==> src/rtl/adv7513_reconf_ctrl.sv <==
// ----------------------------------------------------------------------------
// adv7513_reconf_ctrl
// Watches NUM_CH packed config channels, synchronises them, debounces changes,
// commits a stable snapshot and requests one reconfiguration from the ADV7513
// I2C config engine through a level req / pulse ack handshake.
// Optional feature: define RECONF_TIMEOUT_EN to add an ack timeout with a
// sticky timeout_err flag. Without it the request waits for ack indefinitely.
// ----------------------------------------------------------------------------
module adv7513_reconf_ctrl #(
    parameter int NUM_CH        = 3,
    parameter int CH_W          = 8,
    parameter int SYNC_STAGES   = 2,
    parameter int SETTLE_CYCLES = 4,
    parameter logic [NUM_CH*CH_W-1:0] RESET_VALUE = '0,
    parameter bit REQ_ON_RESET  = 1'b1,
    parameter int TIMEOUT       = 1024
) (
    input  logic                     clock,
    input  logic                     reset_n,
    input  logic [NUM_CH*CH_W-1:0]   cfg_in,
    output logic [NUM_CH*CH_W-1:0]   cfg_out,
    output logic [NUM_CH-1:0]        change_mask,
    output logic                     reconf_req,
    input  logic                     reconf_ack,
    output logic                     busy,
    output logic                     timeout_err
);

    localparam int CFG_W = NUM_CH * CH_W;
    localparam int CNT_W = $clog2(SETTLE_CYCLES) + 1;
    localparam int TO_W  = $clog2(TIMEOUT) + 1;

    localparam logic [CNT_W-1:0] SETTLE_LAST = CNT_W'(SETTLE_CYCLES - 1);
    localparam logic [TO_W-1:0]  TO_LAST     = TO_W'(TIMEOUT - 1);

    // Reject parameter values the debounce and timeout logic cannot express
    if (SYNC_STAGES < 1) begin : g_bad_sync
        $error("adv7513_reconf_ctrl: SYNC_STAGES must be >= 1");
    end
    if (SETTLE_CYCLES < 1) begin : g_bad_settle
        $error("adv7513_reconf_ctrl: SETTLE_CYCLES must be >= 1");
    end
    if (TIMEOUT < 1) begin : g_bad_timeout
        $error("adv7513_reconf_ctrl: TIMEOUT must be >= 1");
    end

    typedef enum logic [1:0] {
        S_IDLE   = 2'd0,
        S_SETTLE = 2'd1,
        S_REQ    = 2'd2
    } state_t;

    state_t                           state_q, state_d;
    logic [SYNC_STAGES-1:0][CFG_W-1:0] sync_q, sync_d;
    logic [CFG_W-1:0]                 cfg_p_q, cfg_p_d;
    logic [CFG_W-1:0]                 cfg_out_q, cfg_out_d;
    logic [NUM_CH-1:0]                change_mask_q, change_mask_d;
    logic [CNT_W-1:0]                 cnt_q, cnt_d;
    logic                             reconf_req_q, reconf_req_d;
    logic                             busy_q, busy_d;
    logic [CFG_W-1:0]                 cfg_s;
    logic [NUM_CH-1:0]                ch_diff;

`ifdef RECONF_TIMEOUT_EN
    logic [TO_W-1:0]                  to_cnt_q, to_cnt_d;
    logic                             timeout_err_q, timeout_err_d;
`endif

    assign cfg_s = sync_q[SYNC_STAGES-1];

    // Shift the live config through the synchroniser chain every cycle
    always_comb begin
        sync_d    = sync_q;
        sync_d[0] = cfg_in;
        for (int i = 1; i < SYNC_STAGES; i++) begin
            sync_d[i] = sync_q[i-1];
        end
        cfg_p_d = cfg_s;
    end

    // Per-channel comparison of the synced config against the last commit
    always_comb begin
        ch_diff = '0;
        for (int i = 0; i < NUM_CH; i++) begin
            ch_diff[i] = (cfg_s[i*CH_W +: CH_W] != cfg_out_q[i*CH_W +: CH_W]);
        end
    end

    // Next-state logic: debounce in SETTLE, hold the snapshot in REQ
    always_comb begin
        state_d       = state_q;
        cnt_d         = cnt_q;
        cfg_out_d     = cfg_out_q;
        change_mask_d = change_mask_q;
        reconf_req_d  = reconf_req_q;
`ifdef RECONF_TIMEOUT_EN
        to_cnt_d      = to_cnt_q;
        timeout_err_d = timeout_err_q;
`endif

        case (state_q)
            S_IDLE: begin
                reconf_req_d = 1'b0;
                if (cfg_s != cfg_out_q) begin
                    state_d = S_SETTLE;
                    cnt_d   = '0;
                end
            end

            S_SETTLE: begin
                if (cfg_s != cfg_p_q) begin
                    cnt_d = '0;
                end else if (cfg_s == cfg_out_q) begin
                    // The change came back to the committed value: nothing to do
                    state_d = S_IDLE;
                end else if (cnt_q == SETTLE_LAST) begin
                    cfg_out_d     = cfg_s;
                    change_mask_d = ch_diff;
                    reconf_req_d  = 1'b1;
                    state_d       = S_REQ;
`ifdef RECONF_TIMEOUT_EN
                    to_cnt_d      = '0;
`endif
                end else begin
                    cnt_d = cnt_q + 1'b1;
                end
            end

            S_REQ: begin
                if (reconf_ack) begin
                    reconf_req_d = 1'b0;
                    state_d      = S_IDLE;
                end
`ifdef RECONF_TIMEOUT_EN
                else if (to_cnt_q == TO_LAST) begin
                    // Give up on the engine but keep the snapshot, so IDLE does
                    // not immediately ask again for the same config
                    reconf_req_d  = 1'b0;
                    timeout_err_d = 1'b1;
                    state_d       = S_IDLE;
                end else begin
                    to_cnt_d = to_cnt_q + 1'b1;
                end
`endif
            end

            default: begin
                state_d      = S_IDLE;
                reconf_req_d = 1'b0;
            end
        endcase

        busy_d = (state_d != S_IDLE);
    end

    // State and datapath registers; reset either idles or requests RESET_VALUE
    always_ff @(posedge clock or negedge reset_n) begin
        if (!reset_n) begin
            sync_q        <= {SYNC_STAGES{RESET_VALUE}};
            cfg_p_q       <= RESET_VALUE;
            cfg_out_q     <= RESET_VALUE;
            change_mask_q <= '0;
            cnt_q         <= '0;
            state_q       <= REQ_ON_RESET ? S_REQ : S_IDLE;
            reconf_req_q  <= REQ_ON_RESET;
            busy_q        <= REQ_ON_RESET;
        end else begin
            sync_q        <= sync_d;
            cfg_p_q       <= cfg_p_d;
            cfg_out_q     <= cfg_out_d;
            change_mask_q <= change_mask_d;
            cnt_q         <= cnt_d;
            state_q       <= state_d;
            reconf_req_q  <= reconf_req_d;
            busy_q        <= busy_d;
        end
    end

`ifdef RECONF_TIMEOUT_EN
    // Ack timeout counter and sticky error flag
    always_ff @(posedge clock or negedge reset_n) begin
        if (!reset_n) begin
            to_cnt_q      <= '0;
            timeout_err_q <= 1'b0;
        end else begin
            to_cnt_q      <= to_cnt_d;
            timeout_err_q <= timeout_err_d;
        end
    end

    assign timeout_err = timeout_err_q;
`else
    assign timeout_err = 1'b0;
`endif

    assign cfg_out     = cfg_out_q;
    assign change_mask = change_mask_q;
    assign reconf_req  = reconf_req_q;
    assign busy        = busy_q;

endmodule
==> config.mk <==
export PLATFORM = sky130hd
export DESIGN_NAME = adv7513_reconf_ctrl
export DESIGN_NICKNAME = d
export VERILOG_FILES = /design/src/rtl/adv7513_reconf_ctrl.sv
export SDC_FILE = /design/constraint.sdc
export NUM_CORES = 1
export LEC_CHECK = 0
export BUFFER_PORTS_ARGS = -buffer_cell sky130_fd_sc_hd__clkbuf_2
export CAP_MARGIN = 20
export CORE_ASPECT_RATIO = 1.2
export CORE_MARGIN = 2
export CORE_UTILIZATION = 38
export CTS_BUF_LIST = sky130_fd_sc_hd__clkbuf_8
export CTS_CLUSTER_DIAMETER = 80
export CTS_CLUSTER_SIZE = 24
export DETAILED_ROUTE_END_ITERATION = 12
export PLACE_DENSITY_LB_ADDON = 0.1
export SYNTH_ARGS = -nofsm -noshare
export SYNTH_HDL_FRONTEND = slang
export SYNTH_SLANG_ARGS = --single-unit
export TNS_END_PERCENT = 100
==> constraint.sdc <==
create_clock -name clock -period 4.8 [get_ports clock]
set_input_delay 0.96 -clock clock [delete_from_list [all_inputs] [get_ports clock]]
set_output_delay 0.96 -clock clock [all_outputs]
set_load 0.01 [all_outputs]
==> flow_summary.yaml <==
floorplanning:
  die_h_um: 112.2
  num_rows: 39
  core_um2: 9515
  die_w_um: 94.18
  ios: 57
  die-area_um2: 10570
  initial_core_util_pct: 38.97
clock_tree:
  root_buffer: "clkbuf_8"
  post_cts_buffers: 0
  htreeDepth: 3
  numCtsBuffers: 9
  clk_latency_ps: 360
  clk_path_buf_depth: 2
  clock_sinks: 106
  hold_buffers: 0
  clk_pin_slew_ps: 90
  cts-resized-gates: 0
  cts_tree: "done"
synth:
  synthAdderAreaFrac_pct: 0.6748
  ys_ff_latch: 106
  synthMuxAreaShare_pct: 8.873
  synth_xor_area_share_pct: 11.34
  yosys_warnings: 0
  synth_top_family_by_area: "XOR/XNOR gates"
  post_synth.cell_area_avg_um2: 16.48
  synthSimpleGateAreaFrac_pct: 4.622
  yosysSeqAreaShare_pct: 71.63
  syn_nets: 254
  synth.distinct_cells: 28
  synthCells: 225
  synth_compound_area_share_pct: 1.350
  syn_area_um2: 3709
setup_path:
  reg2reg_depth: 7
  cp_max_fo: 24
  crit_type: "flop to flop"
  cp.arrival_ps: 2850
  rr_startpoint: "cfg_p_d[17]"
  crit_path_end_kind: "flop"
  reg2reg_slack_ps: 2200
  rr_endpoint: "cfg_out[15]"
  required_ps: 5050
  start_kind: "flop"
placed_design:
  dpl_worst_slack_ps: 2148
  portBuffers: 55
  placed_cell_area_um2: 4118
  globalplace.congestion: 0.7282
  dp_hpwl_um: 4152
outcome:
  status: "completed"
pwr:
  p_comb_share_pct: 3.7
  intPower_uw: 1232
  powerDensity_nw_per_um2: 360.6
  power.total_uw: 1572
  switching_share_pct: 21.63
  p_sw_uw: 340.0
  clockPowerShare_pct: 36.2
  power_leakage_uw: 0.002184
  seq_power_share_pct: 60.1
  vdd_drop_max_v: 0.0001996
cells_and_area:
  final_cell_mix: "103 x dfrtp_1, 54 x clkbuf_2, 40 x xor2_1"
  drive_above_1_share_pct: 35.59
  fin_area_um2: 4360
  insertedDiodeCount: 0
  area_growth_pct: 17.58
  nets: 319
  layout_commonest_cell: "dfrtp_1"
sta:
  fin_worst_skew_ps: 7.979
  drv_slew: 0
  period_minus_slack_ps: 2602
  final-hold-violation-count: 0
  clock.fmax_mhz: 384.3
  whs_ps: 353.1
  setup_violations: 0
  fin_tns_setup_ps: 0
  rsz0062_at_grt: "false"
  final.period_utilization_pct: 54.20
  setup_slack_ps: 2198
grt:
  grt_max_degree: 81
  grt_pass1_vias: 1962
  antenna_found_initial: 0
  grt-ovfl-total: 0
  grt_pass1_wl_um: 9970
  track_usage_pct: 12.83
detailed_routing:
  vias_per_cell: 4.495
  wl_per_cell_um: 14.58
  vias: 1879
  drc_errors: 0
  drt_wl_total_um: 6095
  drt-initial-drc-count: 56
  ant_nets: 0
  drtPass1Iterations: 2
worst_hold_path:
  min-delay-start: "sync_d[35]"
  hp-class: "flop to flop"
  hold_depth: 0
  hold_end: "cfg_p_d[11]"
job:
  maxCapViolations: 0
## synth_stat cells, drive strengths merged
cell	number	area (um^2)
and3	1	6.260
nand2	4	15.01
nor4	10	62.56
inv	4	15.01
a22o	1	8.760
nand4	5	37.53
dfstp	3	78.83
xor2	40	350.3
o22ai	2	12.51
ha	2	25.02
mux2i	1	10.01
a22oi	1	7.510
mux2	26	319.1
or3b	1	8.760
o211ai	1	7.510
dfrtp	103	2577
buf	4	37.53
nor2b	1	6.260
nand2b	2	12.51
conb	1	3.750
or3	1	6.260
nor3	1	16.27
xnor2	8	70.07
o2bb2ai	1	8.760
a21oi	1	5.000
## critical path, cell delays in order (launching register included)
cell     delay (ps)
dfrtp_1         440
xor2_1          180
nor4_1          310
nand2_1         120
or3_1           450
nand4_2         200
buf_4           400
mux2_2          380
## kinds of logic (layout without fill, tap and decap cells)
kind of cell	Yosys count	after routing
AOI/OAI and AO/OA	7	7
other	1	1
buffers and inverters	8	78
and+or+nand+nor	26	26
xor gates and xnor gates	48	48
DFF	106	106
muxes	27	27
adders and majority gates	2	2
## power groups by stage
stage	logic (uW)	registers (uW)	clock network, uW
after floorplan	23.6	958	0
after global placement	57.8	962	0
after detailed placement	58.0	963	0
after CTS	58.6	946	592
after global routing	68.1	949	627
final	58.4	945	569
## state kept, by name (all words and copies together) (netlist names)
register and flops:
cfg_out 24, cfg_p_d 24, cfg_p_q 24, sync_d 24
change_mask 3, cnt_q 3, state_q 2, busy 1
reconf_req 1
## routing by layer
layer	global-route usage (%)	up-vias	wire [um]
met5	0	-	0
met4	8.406	0	144
met3	2.886	9	250
met2	18.38	40	2876
met1	17.54	943	2823
li1	-	887	-
## through the flow
step,util [%],instances
global route,45.83,418
detailed placement,43.27,401
global placement,43.27,401
floorplan,-,225
CTS,45.54,417
finish,45.83,418
## worst max-delay path by stage
stage	start	slack [ps]	to
5_1_grt	cfg_p_d[10]	1990	cfg_out[15]
3_3_place_gp	cfg_p_d[17]	2200	cfg_out[8]
4_1_cts	cfg_p_d[17]	2130	cfg_out[10]
2_1_floorplan	cfg_out[21]	2630	cfg_out[16]
3_5_place_dp	cfg_p_d[17]	2150	cfg_out[10]
6_report	cfg_p_d[17]	2200	cfg_out[15]
## layout make-up
| type | instances | area [um^2] |
|---|---|---|
| Multi-Input combinational cell | 111 | 999.7 |
| Clock buffer | 12 | 165.2 |
| Timing Repair Buffer | 58 | 320.3 |
| Inverter | 4 | 15.01 |
| Sequential cell | 106 | 2656 |
| Fill cell | 879 | 5155 |
| Tap cell | 123 | 153.9 |
| Clock inverter | 4 | 50.05 |
Power figures use the tool's default switching activity.
